===== src/rtl/param_accumulator.sv =====
// param_accumulator: streaming multi-operand adder.
// Sums COUNT unsigned WIDTH-bit operands into one result, with valid/ready
// handshakes on both sides. Overflow either wraps or clamps (SATURATE). A
// sticky flag records whether any addition within the current result carried.
module param_accumulator #(
   parameter int WIDTH    = 8,
   parameter int COUNT    = 4,
   parameter bit SATURATE = 1'b0,
   localparam int CW      = $clog2(COUNT + 1)
) (
   input  logic             clk,
   input  logic             rst,
   input  logic             clr,
   input  logic             in_valid,
   output logic             in_ready,
   input  logic [WIDTH-1:0] in_data,
   output logic             out_valid,
   input  logic             out_ready,
   output logic [WIDTH-1:0] out_sum,
   output logic             out_ovf,
   output logic [CW-1:0]    count
);

   typedef enum logic {
      ACCUM = 1'b0,
      HOLD  = 1'b1
   } state_t;

   // Value of the operand counter when the final operand of a result arrives.
   localparam logic [CW-1:0] LAST_IDX = CW'(COUNT - 1);

   state_t           state;
   logic [WIDTH-1:0] acc;
   logic             ovf;
   logic [CW-1:0]    cnt;

   logic [WIDTH:0]   sum;
   logic             carry;
   logic [WIDTH-1:0] acc_next;
   logic             accept;

   // Next accumulator value for an accepted operand, with optional clamping.
   always_comb begin
      // NOTE: every always_comb output gets a default first, so no path leaves it unassigned and no latch is inferred.
      sum      = {1'b0, acc} + {1'b0, in_data};
      carry    = sum[WIDTH];
      acc_next = sum[WIDTH-1:0];
      if (SATURATE && carry) begin
         acc_next = '1;
      end
   end

   // Operands are taken only while accumulating; an abort cycle refuses them.
   assign in_ready = (state == ACCUM) && !clr;
   assign accept   = in_valid && in_ready;

   assign out_valid = (state == HOLD);
   assign out_sum   = acc;
   assign out_ovf   = ovf;
   assign count     = cnt;

   // Control FSM plus accumulator, overflow flag and operand counter.
   always_ff @(posedge clk or posedge rst) begin
      // NOTE: state registers use non-blocking assignments so every flop samples the pre-edge values.
      if (rst) begin
         state <= ACCUM;
         acc   <= '0;
         ovf   <= 1'b0;
         cnt   <= '0;
      end else if (clr) begin
         state <= ACCUM;
         acc   <= '0;
         ovf   <= 1'b0;
         cnt   <= '0;
      end else begin
         case (state)
            ACCUM: begin
               // NOTE: acc only loads on an accepted operand, so don't-care input data can never reach it.
               if (accept) begin
                  acc <= acc_next;
                  ovf <= ovf | carry;
                  cnt <= cnt + CW'(1);
                  if (cnt == LAST_IDX) begin
                     state <= HOLD;
                  end
               end
            end
            HOLD: begin
               if (out_ready) begin
                  state <= ACCUM;
                  acc   <= '0;
                  ovf   <= 1'b0;
                  cnt   <= '0;
               end
            end
            default: state <= ACCUM;
         endcase
      end
   end

endmodule


===== config.mk =====
export PLATFORM = sky130hd
export DESIGN_NAME = param_accumulator
export DESIGN_NICKNAME = d
export VERILOG_FILES = /design/src/rtl/param_accumulator.sv
export SDC_FILE = /design/constraint.sdc
export NUM_CORES = 1
export LEC_CHECK = 0
export CAP_MARGIN = 20
export CORE_MARGIN = 2
export CORE_UTILIZATION = 35
export DETAILED_ROUTE_END_ITERATION = 8
export GPL_TIMING_DRIVEN = 0
export PLACE_DENSITY_LB_ADDON = 0.12
export SLEW_MARGIN = 15
export SYNTH_ARGS = -nofsm -noshare
export SYNTH_HDL_FRONTEND = slang
export SYNTH_SLANG_ARGS = --single-unit

===== constraint.sdc =====
create_clock -name clk -period 2.57 [get_ports clk]
set_clock_uncertainty 0.15 [all_clocks]
set_input_delay 0.3855 -clock clk [delete_from_list [all_inputs] [get_ports clk]]
set_output_delay 0.3855 -clock clk [all_outputs]
set_load 0.02 [all_outputs]

==> Word level (Yosys, flattened, before mapping) <==
Index checks and enable logic that the tools add are counted.
{ "totals": {"romBits": 0, "word_cells": 32, "register_bits": 13, "latchBits": 0, "n_memories": 0, "ramBits": 0, "output_inout_bits": 14} }
{ "op_classes": {"mux": 17, "n_shift": 0, "n_reduce_logical": 4, "mul": 0, "div_mod_pow": 0, "n_bitwise": 2, "addsub": 2, "n_lt_le_gt_ge": 0, "eq_ne": 3} }
{ "ops": {"columns": ["op", "count"], "rows": [
  ["8-bit 2-to-1 mux", 3],
  ["8-bit case mux with 2 select lines", 1],
  ["8-bit by 8-bit adder with 9-bit output", 1],
  ["3-bit 2-to-1 mux", 3],
  ["1-bit 2-to-1 mux", 7],
  ["3-bit != test, second input constant", 2],
  ["3-bit case mux with 2 select lines", 1],
  ["1-bit case mux with 2 select lines", 2],
  ["3-bit by 1-bit adder with 3-bit output, second input constant", 1],
  ["3-bit by 2-bit == test with 1-bit output, second input constant", 1],
  ["1-bit logical AND", 2],
  ["2-bit AND reduction", 1],
  ["1-bit logical NOT", 1],
  ["1-bit NOT", 1],
  ["1-bit OR", 1]
]} }

==> Longest topological paths before layout <==
{ "logic_depth": {"ltp_word": 6, "depth_mapped": 7, "depth_no_buf": 7} }

==> Worst setup path before layout <==
OpenSTA, ideal clock, no wires.
{ "synth_timing": {"path_type": "reg-to-reg", "from": "reg acc[0] (netlist: out_sum[0])", "to": "reg ovf (netlist: out_ovf)", "path_slack_ps": 339, "arrival_time_ps": 1931, "path_stages_with_launch": 8, "required_ps": 2270, "setup_time_ps": 150, "cell_sequence": "dfrtp_1 > ha_1 > fa_1 > a21o_2 > nand4_1 > nand4b_1 > a2111oi_0 > a2111oi_0"} }
{ "synth_between": {"elab_chain_len": 5} }
{ "synth_lines": {"columns": ["element", "line", "rtl"], "rows": [
  ["from (decl)", "33", "logic [WIDTH-1:0] acc;"],
  ["from (signal assigned)", "80", "acc <= acc_next;"],
  ["8-bit by 8-bit adder with 9-bit output", "45", "sum = {1'b0, acc} + {1'b0, in_data};"],
  ["1-bit OR", "81", "ovf <= ovf | carry;"],
  ["1-bit 2-to-1 mux", "79", "if (accept) begin"],
  ["1-bit case mux with 2 select lines", "76", "case (state)"],
  ["1-bit 2-to-1 mux", "70", "end else if (clr) begin"],
  ["to (signal assigned)", "81", null],
  ["to (decl)", "34", "logic ovf;"]
]} }
No other way between the ends. The select of a mux whose other input is x is not followed.
A chain may end at the register's enable or synchronous reset.

==> Final worst setup path <==
{ "layout_timing": {"from": "in in_data[0]", "to": "reg ovf (netlist: out_ovf)"} }
{ "layout_between": {"elab_chain_len": 5} }
{ "layout_lines": {"columns": ["element", "line", "rtl"], "rows": [
  ["from (decl)", "16", "input logic [WIDTH-1:0] in_data,"],
  ["8-bit by 8-bit adder with 9-bit output", "45", null],
  ["1-bit OR", "81", null],
  ["1-bit 2-to-1 mux", "79", null],
  ["1-bit case mux with 2 select lines", "76", null],
  ["1-bit 2-to-1 mux", "70", null]
]} }
No other way between the ends. The select of a mux whose other input is x is not followed.

==> impl_metrics.toml <==
[status]
run_status = "finished clean"

[timing]
finalSetupTns_ns = 0
fin_ws_ns = 0.163
rsz0062_at_grt = "no"
tightest_slew_ns = 0.517
slew_headroom_pct = 65.5
layout_worst_path_cycle_share_pct = 93.7
max_freq_mhz = 415
min_period_ns = 2.41
hold_ws_ns = 0.269
setup_viol = 0
hold_violations = 0
drv_slew = 0

[logic_synthesis]
ys_top_cells_by_area = "dfrtp_1, ha_1, o21ai_0"
ys_seq_area_share_pct = 40.2
yosys_warnings = 0
synth_edf_count = 0
synth_largest_area_cell = "dfrtp_1"
syn_inst = 79
yosysTopAreaCellShare_pct = 40.2
synth_flop_cell = "dfrtp_1"
synth.net_count = 103
avgSynthCellArea_um2 = 10.2
synth_seq_cells = 13
synth-async-reset-ratio_pct = 100
synthesis.area_um2 = 810
synth.distinct_cells = 27
synthTopCellsByCount = "dfrtp_1, ha_1, o21ai_0"
synth_most_common_cell = "dfrtp_1"

[critical_path]
cp.required_ns = 2.57
crit_arrival_ns = 2.41
r2r_start = "out_sum[0]$_DFFE_PP0P_"
ff2ff_path_depth = 7
path_max_fanout = 3
worstSetupPathType = "input pin to flop"
end_kind = "flop"
r2r_end = "out_ovf$_DFFE_PP0P_"
reg2reg_setup_slack_ns = 0.27
cp-start-kind = "input pin"

[clocking]
cts_setup_buffers = 0
cts_tree = "built"
clk-insertion-delay-late_ns = 0.28
holdBufCountCts = 0
cts_root_buffer = "clkbuf_4"
numCtsBuffers = 3
cts.clk_slew.worst_paths_ns = 0.09
ctsResizeCount = 0
cts.sink_count = 13
clk_path_buf_depth = 2
htreeDepth = 1

[final_layout]
drive_above_1_share_pct = 5.50
multi_input_area_um2 = 473
nNetsFinal = 134
num_antenna_cells = 0
area.growth.synth_to_final_pct = 39.9
final_cells = 137
seq_area_um2 = 325
fill_cells = 225

[floorplan]
design.core.area_um2 = 2190
ios = 27
dieHeight_um = 52.1
initial_core_util_pct = 37.0
die_x_um = 52.1
dieArea_um2 = 2710
rows = 17

[placement]
portBuffers = 26
globalplace.congestion = 0.737
place_ws_ns = -0.167
place_inst = 133
dp_hpwl_um = 1300

[pwr]
peakVddDrop_v = 0.000276
p_leak_nw = 0.504
p_per_area_nw_per_um2 = 534
finalPower_mw = 0.604

[drt]
drt_iter0_markers = 9
ant_nets = 0
wl_per_cell_um = 12.4
postRouteWirelength_um = 1690
drt-pass1-iter-count = 4
drc = 0
vias = 702
routed_via_density = 5.12

[global_routing]
grt_antenna_before_repair = 0
grt_pass1_wl_um = 2820
grt_pass1_vias = 657
grt-ovfl-total = 0
track_usage_pct = 14.5
grt_max_degree = 14

[run]
drv_cap = 0

[min_path]
hold_path_class = "input pin to asynchronous set/reset pin"
## cell families (layout without fill, tap and decap cells)
| family | Yosys count | count (layout) | synth area share, % |
|---|---|---|---|
| flops | 13 | 13 | 40.2 |
| simple gates | 19 | 19 | 11.7 |
| buf+inv | 3 | 33 | 1.55 |
| compound gates | 28 | 28 | 23.2 |
| fa+ha+maj | 11 | 11 | 17.9 |
| xor+xnor | 5 | 5 | 5.41 |
## metrics by stage
step,utilization (%),instance area (um2)
after floorplan,-,810
after global placement,50.4,1100
after detailed placement,50.4,1100
after CTS,51.6,1130
after global routing,51.7,1130
final,51.7,1130
## power breakdown
group          switching (mW)  internal, mW
clock network          0.0765        0.0603
registers              0.0173         0.225
logic                   0.110         0.116
total                   0.204         0.401
## layer usage
layer / vias to the layer above / routed length, um / GRT usage, %
met3: 4 / 102 / 3.74
met5: - / 0 / 0
met1: 323 / 847 / 19.2
met4: 0 / 23 / 7.89
met2: 22 / 720 / 21.3
li1: 353 / - / -
## layout by cell type (no fill, tap or decap), types with 2 or more instances in the layout
| master | instances |
|---|---|
| nor2b_1 | 3 |
| a21oi_1 | 5 |
| clkbuf_4 | 3 |
| nor2_1 | 2 |
| nand2_1 | 8 |
| dfrtp_1 | 13 |
| clkdlybuf4s50_1 | 26 |
| inv_1 | 2 |
| ha_1 | 10 |
| o21ai_0 | 10 |
| xor2_1 | 2 |
| nand2b_1 | 2 |
| a22o_1 | 3 |
| xnor2_1 | 3 |
## cell type report
cell class	count	share of cell area (%)
Buffer	1	0.442
Clock buffer	4	2.32
Inverter	2	0.663
Multi-Input combinational cell	63	41.8
Sequential cell	13	28.7
Tap cell	28	3.09
Timing Repair Buffer	26	23.0
## registers in the layout (all words and copies together) (netlist names)
| signal | cells |
|---|---|
| out_sum | 8 |
| out_ovf | 1 |
| count | 3 |
| out_valid | 1 |
## worst max-delay path by stage
stage                                      start             endpoint  slack (ns)
after detailed placement              in_data[0]  out_ovf$_DFFE_PP0P_       -0.17
final                                 in_data[0]  out_ovf$_DFFE_PP0P_        0.16
after floorplan           out_sum[0]$_DFFE_PP0P_  out_ovf$_DFFE_PP0P_        0.34
after global routing                  in_data[0]  out_ovf$_DFFE_PP0P_        0.09
after CTS                             in_data[0]  out_ovf$_DFFE_PP0P_        0.14
after global placement                in_data[0]  out_ovf$_DFFE_PP0P_       -0.19
## critical path, stage by stage
cell	delay, ns
clkdlybuf4s50_1	0.41
ha_1	0.25
fa_1	0.42
a21o_2	0.24
nand4_1	0.08
nand4b_1	0.15
a2111oi_1	0.35
a2111oi_0	0.12
Power figures use the tool's default switching activity.
